**src/rtl/ghist_queue_pkg.sv**
```systemverilog
// Shared constants, types and pointer helper for the global-history queue.
package ghist_queue_pkg;

  localparam int unsigned DEPTH = 40;
  localparam int unsigned WIDTH = 5;
  localparam int unsigned AW    = 6;

  typedef logic [AW-1:0]    ptr_t;
  typedef logic [WIDTH-1:0] hist_t;

  // DEPTH is not a power of two, so wrap on an explicit compare
  function automatic ptr_t ptr_inc(input ptr_t p);
    return (p == AW'(DEPTH - 1)) ? '0 : p + AW'(1);
  endfunction

endpackage

```
**src/rtl/ghist_queue_if.sv**
```systemverilog
// Enqueue/dequeue handshake bundle between the predictor and the history queue.
interface ghist_queue_if;
  import ghist_queue_pkg::*;

  logic  flush;
  logic  enq_valid;
  logic  enq_ready;
  hist_t enq_bits;
  logic  deq_valid;
  logic  deq_ready;
  hist_t deq_bits;
  ptr_t  count;

  modport master (
    output flush, enq_valid, enq_bits, deq_ready,
    input  enq_ready, deq_valid, deq_bits, count
  );

  modport slave (
    input  flush, enq_valid, enq_bits, deq_ready,
    output enq_ready, deq_valid, deq_bits, count
  );

endinterface

```
**src/rtl/ghist_skid2.sv**
```systemverilog
// Two-entry ordered output buffer catching macro read data; push and pop may coincide.
module ghist_skid2
  import ghist_queue_pkg::*;
(
  input  logic       clock,
  input  logic       clr,
  input  logic       push,
  input  hist_t      push_data,
  input  logic       pop,
  output logic       out_valid,
  output hist_t      out_data,
  output logic [1:0] cnt
);

  hist_t      e0_q, e1_q, e0_d, e1_d;
  logic [1:0] cnt_q, cnt_d;

  // e0 is always the oldest entry
  always_comb begin
    e0_d  = e0_q;
    e1_d  = e1_q;
    cnt_d = cnt_q;
    unique case ({push, pop})
      2'b10: begin
        if (cnt_q == 2'd0) e0_d = push_data;
        else               e1_d = push_data;
        cnt_d = cnt_q + 2'd1;
      end
      2'b01: begin
        e0_d  = e1_q;
        cnt_d = cnt_q - 2'd1;
      end
      2'b11: begin
        if (cnt_q == 2'd1) begin
          e0_d = push_data;
        end else begin
          e0_d = e1_q;
          e1_d = push_data;
        end
      end
      default: ;
    endcase
  end

  always_ff @(posedge clock) begin
    if (clr) cnt_q <= '0;
    else     cnt_q <= cnt_d;
    e0_q <= e0_d;
    e1_q <= e1_d;
  end

  assign out_valid = (cnt_q != 2'd0);
  assign out_data  = e0_q;
  assign cnt       = cnt_q;

endmodule

```
**src/rtl/ghist_queue_ctrl.sv**
```systemverilog
// Circular FIFO controller driving an external 1R1W history macro, with a two-entry
// skid that hides the macro's read latency so dequeue runs at full rate.
module ghist_queue_ctrl
  import ghist_queue_pkg::*;
(
  input  logic  clock,
  input  logic  reset,
  ghist_queue_if.slave q,
  output ptr_t  mem_R0_addr,
  output logic  mem_R0_en,
  input  hist_t mem_R0_data,
  output ptr_t  mem_W0_addr,
  output logic  mem_W0_en,
  output hist_t mem_W0_data
);

  ptr_t          tail_q, tail_d, head_q, head_d;
  logic [AW-1:0] mem_cnt_q, mem_cnt_d, tot_q, tot_d;
  logic          rd_inflight_q, rd_inflight_d;
  logic          clr, enq_fire, deq_fire, rd_issue, rd_push, skid_valid;
  logic [1:0]    out_cnt;
  logic [2:0]    skid_occ;
  hist_t         skid_data;

  assign clr         = reset | q.flush;
  assign q.enq_ready = !clr && (tot_q < AW'(DEPTH));
  assign enq_fire    = q.enq_valid & q.enq_ready;
  assign q.deq_valid = skid_valid & !reset;
  assign q.deq_bits  = skid_data;
  assign deq_fire    = q.deq_valid & q.deq_ready & !q.flush;
  assign q.count     = reset ? '0 : tot_q;

  // Issue only when the data returning next cycle is guaranteed a skid slot
  assign skid_occ = 3'(out_cnt) + 3'(rd_inflight_q);
  assign rd_issue = !clr && (mem_cnt_q != '0) && (skid_occ < (3'd2 + 3'(deq_fire)));
  assign rd_push  = rd_inflight_q & !clr;

  assign mem_W0_en   = enq_fire;
  assign mem_W0_addr = reset ? '0 : tail_q;
  assign mem_W0_data = q.enq_bits;
  assign mem_R0_en   = rd_issue;
  assign mem_R0_addr = reset ? '0 : head_q;

  always_comb begin
    tail_d        = tail_q;
    head_d        = head_q;
    mem_cnt_d     = mem_cnt_q;
    tot_d         = tot_q;
    rd_inflight_d = 1'b0;
    if (clr) begin
      tail_d    = '0;
      head_d    = '0;
      mem_cnt_d = '0;
      tot_d     = '0;
    end else begin
      if (enq_fire) tail_d = ptr_inc(tail_q);
      if (rd_issue) head_d = ptr_inc(head_q);
      mem_cnt_d     = mem_cnt_q + AW'(enq_fire) - AW'(rd_issue);
      tot_d         = tot_q + AW'(enq_fire) - AW'(deq_fire);
      rd_inflight_d = rd_issue;
    end
  end

  always_ff @(posedge clock) begin
    if (reset) begin
      tail_q        <= '0;
      head_q        <= '0;
      mem_cnt_q     <= '0;
      tot_q         <= '0;
      rd_inflight_q <= 1'b0;
    end else begin
      tail_q        <= tail_d;
      head_q        <= head_d;
      mem_cnt_q     <= mem_cnt_d;
      tot_q         <= tot_d;
      rd_inflight_q <= rd_inflight_d;
    end
  end

  ghist_skid2 u_skid (
    .clock     (clock),
    .clr       (clr),
    .push      (rd_push),
    .push_data (mem_R0_data),
    .pop       (deq_fire),
    .out_valid (skid_valid),
    .out_data  (skid_data),
    .cnt       (out_cnt)
  );

endmodule

```
**src/flat_wrapper.sv**
```systemverilog
// flat-port wrapper written by rule: the top's interface ports become plain ports
module ghist_queue_ctrl_flat import ghist_queue_pkg::*;
  (clock, reset, mem_R0_addr, mem_R0_en, mem_R0_data, mem_W0_addr, mem_W0_en, mem_W0_data, q_flush, q_enq_valid, q_enq_bits, q_deq_ready, q_enq_ready, q_deq_valid, q_deq_bits, q_count);
  ghist_queue_if q_i ();
  input  logic clock;
  input  logic reset;
  output ptr_t mem_R0_addr;
  output logic mem_R0_en;
  input  hist_t mem_R0_data;
  output ptr_t mem_W0_addr;
  output logic mem_W0_en;
  output hist_t mem_W0_data;
  input wire logic [$bits(q_i.flush)-1:0] q_flush;
  input wire logic [$bits(q_i.enq_valid)-1:0] q_enq_valid;
  input wire logic [$bits(q_i.enq_bits)-1:0] q_enq_bits;
  input wire logic [$bits(q_i.deq_ready)-1:0] q_deq_ready;
  output wire logic [$bits(q_i.enq_ready)-1:0] q_enq_ready;
  output wire logic [$bits(q_i.deq_valid)-1:0] q_deq_valid;
  output wire logic [$bits(q_i.deq_bits)-1:0] q_deq_bits;
  output wire logic [$bits(q_i.count)-1:0] q_count;
  assign q_i.flush = q_flush;
  assign q_i.enq_valid = q_enq_valid;
  assign q_i.enq_bits = q_enq_bits;
  assign q_i.deq_ready = q_deq_ready;
  assign q_enq_ready = q_i.enq_ready;
  assign q_deq_valid = q_i.deq_valid;
  assign q_deq_bits = q_i.deq_bits;
  assign q_count = q_i.count;
  ghist_queue_ctrl u_core (.clock(clock), .reset(reset), .q(q_i), .mem_R0_addr(mem_R0_addr), .mem_R0_en(mem_R0_en), .mem_R0_data(mem_R0_data), .mem_W0_addr(mem_W0_addr), .mem_W0_en(mem_W0_en), .mem_W0_data(mem_W0_data));
endmodule
```
**config.mk**
```make
export PLATFORM = sky130hd
export DESIGN_NAME = ghist_queue_ctrl_flat
export DESIGN_NICKNAME = d
export VERILOG_FILES = /design/src/rtl/ghist_queue_pkg.sv /design/src/rtl/ghist_queue_if.sv /design/src/rtl/ghist_skid2.sv /design/src/rtl/ghist_queue_ctrl.sv /design/src/flat_wrapper.sv
export SDC_FILE = /design/constraint.sdc
export NUM_CORES = 1
export LEC_CHECK = 0
export CAP_MARGIN = 10
export CORE_ASPECT_RATIO = 1.4
export CORE_MARGIN = 2
export CORE_UTILIZATION = 51
export DETAILED_ROUTE_END_ITERATION = 8
export HOLD_SLACK_MARGIN = 0.05
export PLACE_DENSITY = 0.78
export SLEW_MARGIN = 20
export SYNTH_ARGS = -nofsm -noshare
export SYNTH_HDL_FRONTEND = slang
export SYNTH_SLANG_ARGS = --single-unit
```
**constraint.sdc**
```tcl
create_clock -name clock -period 4.5 [get_ports clock]
set_clock_uncertainty 0.15 [all_clocks]
set_input_delay 0.9 -clock clock [delete_from_list [all_inputs] [get_ports clock]]
set_output_delay 0.9 -clock clock [all_outputs]
set_load 0.02 [all_outputs]
```
==> flow_summary.yaml <==
setup_path:
  r2r-end: "u_core.mem_cnt_q[4]"
  critPathArrivalTime_ns: 3.06
  cp.required_ns: 3.45
  cp_max_fo: 7
  path_class: "in2out"
  reg2reg_depth: 14
  rrSetupSlack_ns: 1.01
  cp-start-kind: "input port"
  r2r-start: "u_core.u_skid.cnt[0]"
  end_kind: "output pin"
job:
  maxCapViolCount: 0
global_routing:
  use_met3: 0.0421
  grt_busiest_layer: "met2"
  first_global_vias: 1797
  grt_use_met2: 0.344
  use_met1: 0.231
  grt_max_degree: 22
  grtUsageTotal: 0.204
  antenna_found_initial: 0
  grt_pass1_wl_um: 7820
  grt_overflow_total: 0
sta:
  report.final.slew_viol_count: 0
  tightest_slew_ns: 0.743
  fin_tns_setup_ns: 0
  hold_ws_ns: 0.346
  rsz0062_at_grt: "no"
  max_freq_mhz: 243
  slew_headroom: 0.499
  fin_crit_sh: 0.914
  hold_viol: 0
  setup_violations: 0
  fin_crit_ns: 4.11
pwr:
  p_leak_nw: 1.13
  power.density_mw_per_mm2: 307
  total_power_uw: 852
  worst_ir_drop_vdd_mv: 0.198
worst_hold_path:
  hold_class: "reg2reg"
  holdPathStages: 2
  hold_start: "u_core.tail_q[1]"
  min_to: "u_core.tail_q[1]"
floorplanning:
  io-pin-count: 47
  die_h_um: 82.8
  die-area_mm2: 0.00499
  start_util: 0.534
  dieWidth_um: 60.3
  rows: 28
  core_mm2: 0.00424
routing:
  drt_iter0_drc: 63
  wl_per_cell_um: 13.3
  routed_wl_um: 4630
  drtAntennaViolNets: 0
  first_pass_iters: 4
  drc: 0
  drt-vias-per-instance: 5.40
  vias: 1874
clock_network:
  postCtsResizedCells: 0
  clock-sinks: 37
  cts-root-buf: "clkbuf_8"
  cts_setup_buffers: 0
  cts_tree: "built"
  cts-htree-levels: 2
  clk_latency_ns: 0.30
  postCtsHoldBufs: 0
  cts_buffers: 5
  clk_path_buf_depth: 2
  clk_pin_slew_worst_paths_ns: 0.08
status:
  status: "finished, final reports clean"
layout:
  antenna_cells: 0
  nFillCells: 373
  final_util: 0.655
  finalNetCount: 328
  drive_gt1_frac: 0.0488
  area_growth_pct: 22.7
synthesis:
  synth.distinct_cells: 44
  async_flop_share: 0
  ys_seq_area_frac: 0.371
  yosysTopAreaCell: "dfxtp_1"
  synthesis.nets: 293
  postSynthCellCount: 251
  synth_area_mm2: 0.00226
  synth_ff_type: "dfxtp_1"
  synth_edf_count: 10
  yosysTopAreaCellShare: 0.239
  synth_seq_cells: 37
  ys_top_cells_by_area: "dfxtp_1, ha_1, edfxtp_1"
  ys_warn_count: 0
  postSynthAreaPerCell_um2: 9.02
place:
  portBuffers: 36
  dp_hpwl_um: 3440
  gp_congestion: 0.851
-- state kept, by name, indices dropped and copies added, names as in the netlist --
signal	cells
u_core.u_skid.out_data	5
u_core.tail_q	6
u_core.rd_inflight_q	1
u_core.u_skid.e1_q	5
u_core.u_skid.cnt	2
u_core.tot_q	6
u_core.mem_cnt_q	6
u_core.head_q	6
-- worst max-delay path, cell delays in order --
cell and delay (ns):
clkdlybuf4s50_1 0.45, or4b_1 0.56, o21a_4 0.25, nor2_1 0.24, clkdlybuf4s50_1 0.66
-- final cells by class --
cell class                      instances  area, um2  share of cell area
Multi-Input combinational cell        173       1250               0.450
Sequential cell                        37        841               0.303
Timing Repair Buffer                   41        398               0.143
Inverter                               28        105              0.0378
Tap cell                               60       75.1              0.0270
Clock buffer                            5       68.8              0.0248
Clock inverter                          3       41.3              0.0149
-- metal layers --
layer  vias up  wire length [um]  share of wire
met1       890              1990           0.43
met3         7               141          0.030
li1        942                 -              -
met4         0               112          0.024
met5         -                 0              0
met2        35              2380           0.51
-- cell usage after synthesis (2+ instances only) --
master	number
inv_1	28
dfxtp_1	27
ha_1	25
nor2_1	22
nor2b_1	15
nand2_1	14
a21oi_1	10
edfxtp_1	10
nand3_1	10
clkbuf_1	7
o21ai_0	7
o31ai_1	7
xor2_1	7
and3_1	5
buf_4	5
nor4_1	5
a221o_1	4
and2_1	4
a21o_1	3
a311oi_1	3
xnor2_1	3
and4_1	2
fa_1	2
nor3_1	2
o211ai_1	2
o22ai_1	2
or3_1	2
or4_1	2
-- cells in the final DEF, fill, tap and decap left out, types with 10 or more instances in the layout --
| cell | netlist | layout |
|---|---|---|
| clkdlybuf4s50_1 | 0 | 36 |
| inv_1 | 28 | 28 |
| dfxtp_1 | 27 | 27 |
| ha_1 | 25 | 25 |
| nor2_1 | 22 | 22 |
| nor2b_1 | 15 | 15 |
| nand2_1 | 14 | 14 |
| a21oi_1 | 10 | 10 |
| nand3_1 | 10 | 10 |
| edfxtp_1 | 10 | 10 |
-- cell families (layout without fill, tap and decap cells) --
family	count (synthesis)	after routing	synth area share
fa+ha+maj	27	27	0.156
simple gates	89	89	0.208
compound gates	46	46	0.145
xor+xnor	10	10	0.0387
mux	1	1	0.00442
buf+inv	41	77	0.0768
flops	37	37	0.371
-- worst max path at each step --
| stage | end | slack [ns] | startpoint |
|---|---|---|---|
| 5_1_grt | mem_W0_en | 0.24 | reset |
| 6_report | mem_R0_en | 0.39 | reset |
| 4_1_cts | mem_R0_en | 0.40 | reset |
| 3_3_place_gp | u_core.tot_q[4] | 0.42 | reset |
| 3_5_place_dp | u_core.tot_q[4] | 0.38 | reset |
| 2_1_floorplan | u_core.tot_q[4] | 0.28 | reset |
-- metrics by stage --
| step | setup WS, ns | cells | instance area [um2] |
|---|---|---|---|
| after CTS | 0.400 | 347 | 2780 |
| after global placement | 0.416 | 339 | 2670 |
| after floorplan | 0.284 | 251 | 2260 |
| after detailed placement | 0.382 | 339 | 2670 |
| after global routing | 0.238 | 347 | 2780 |
| final | 0.385 | 347 | 2780 |
-- report_power, final --
group	switching, mW	internal, mW
combinational	0.104	0.0850
clock	0.125	0.163
sequential	0.0118	0.363
total	0.241	0.611
Note: power is estimated with default switching activity, not from simulation.
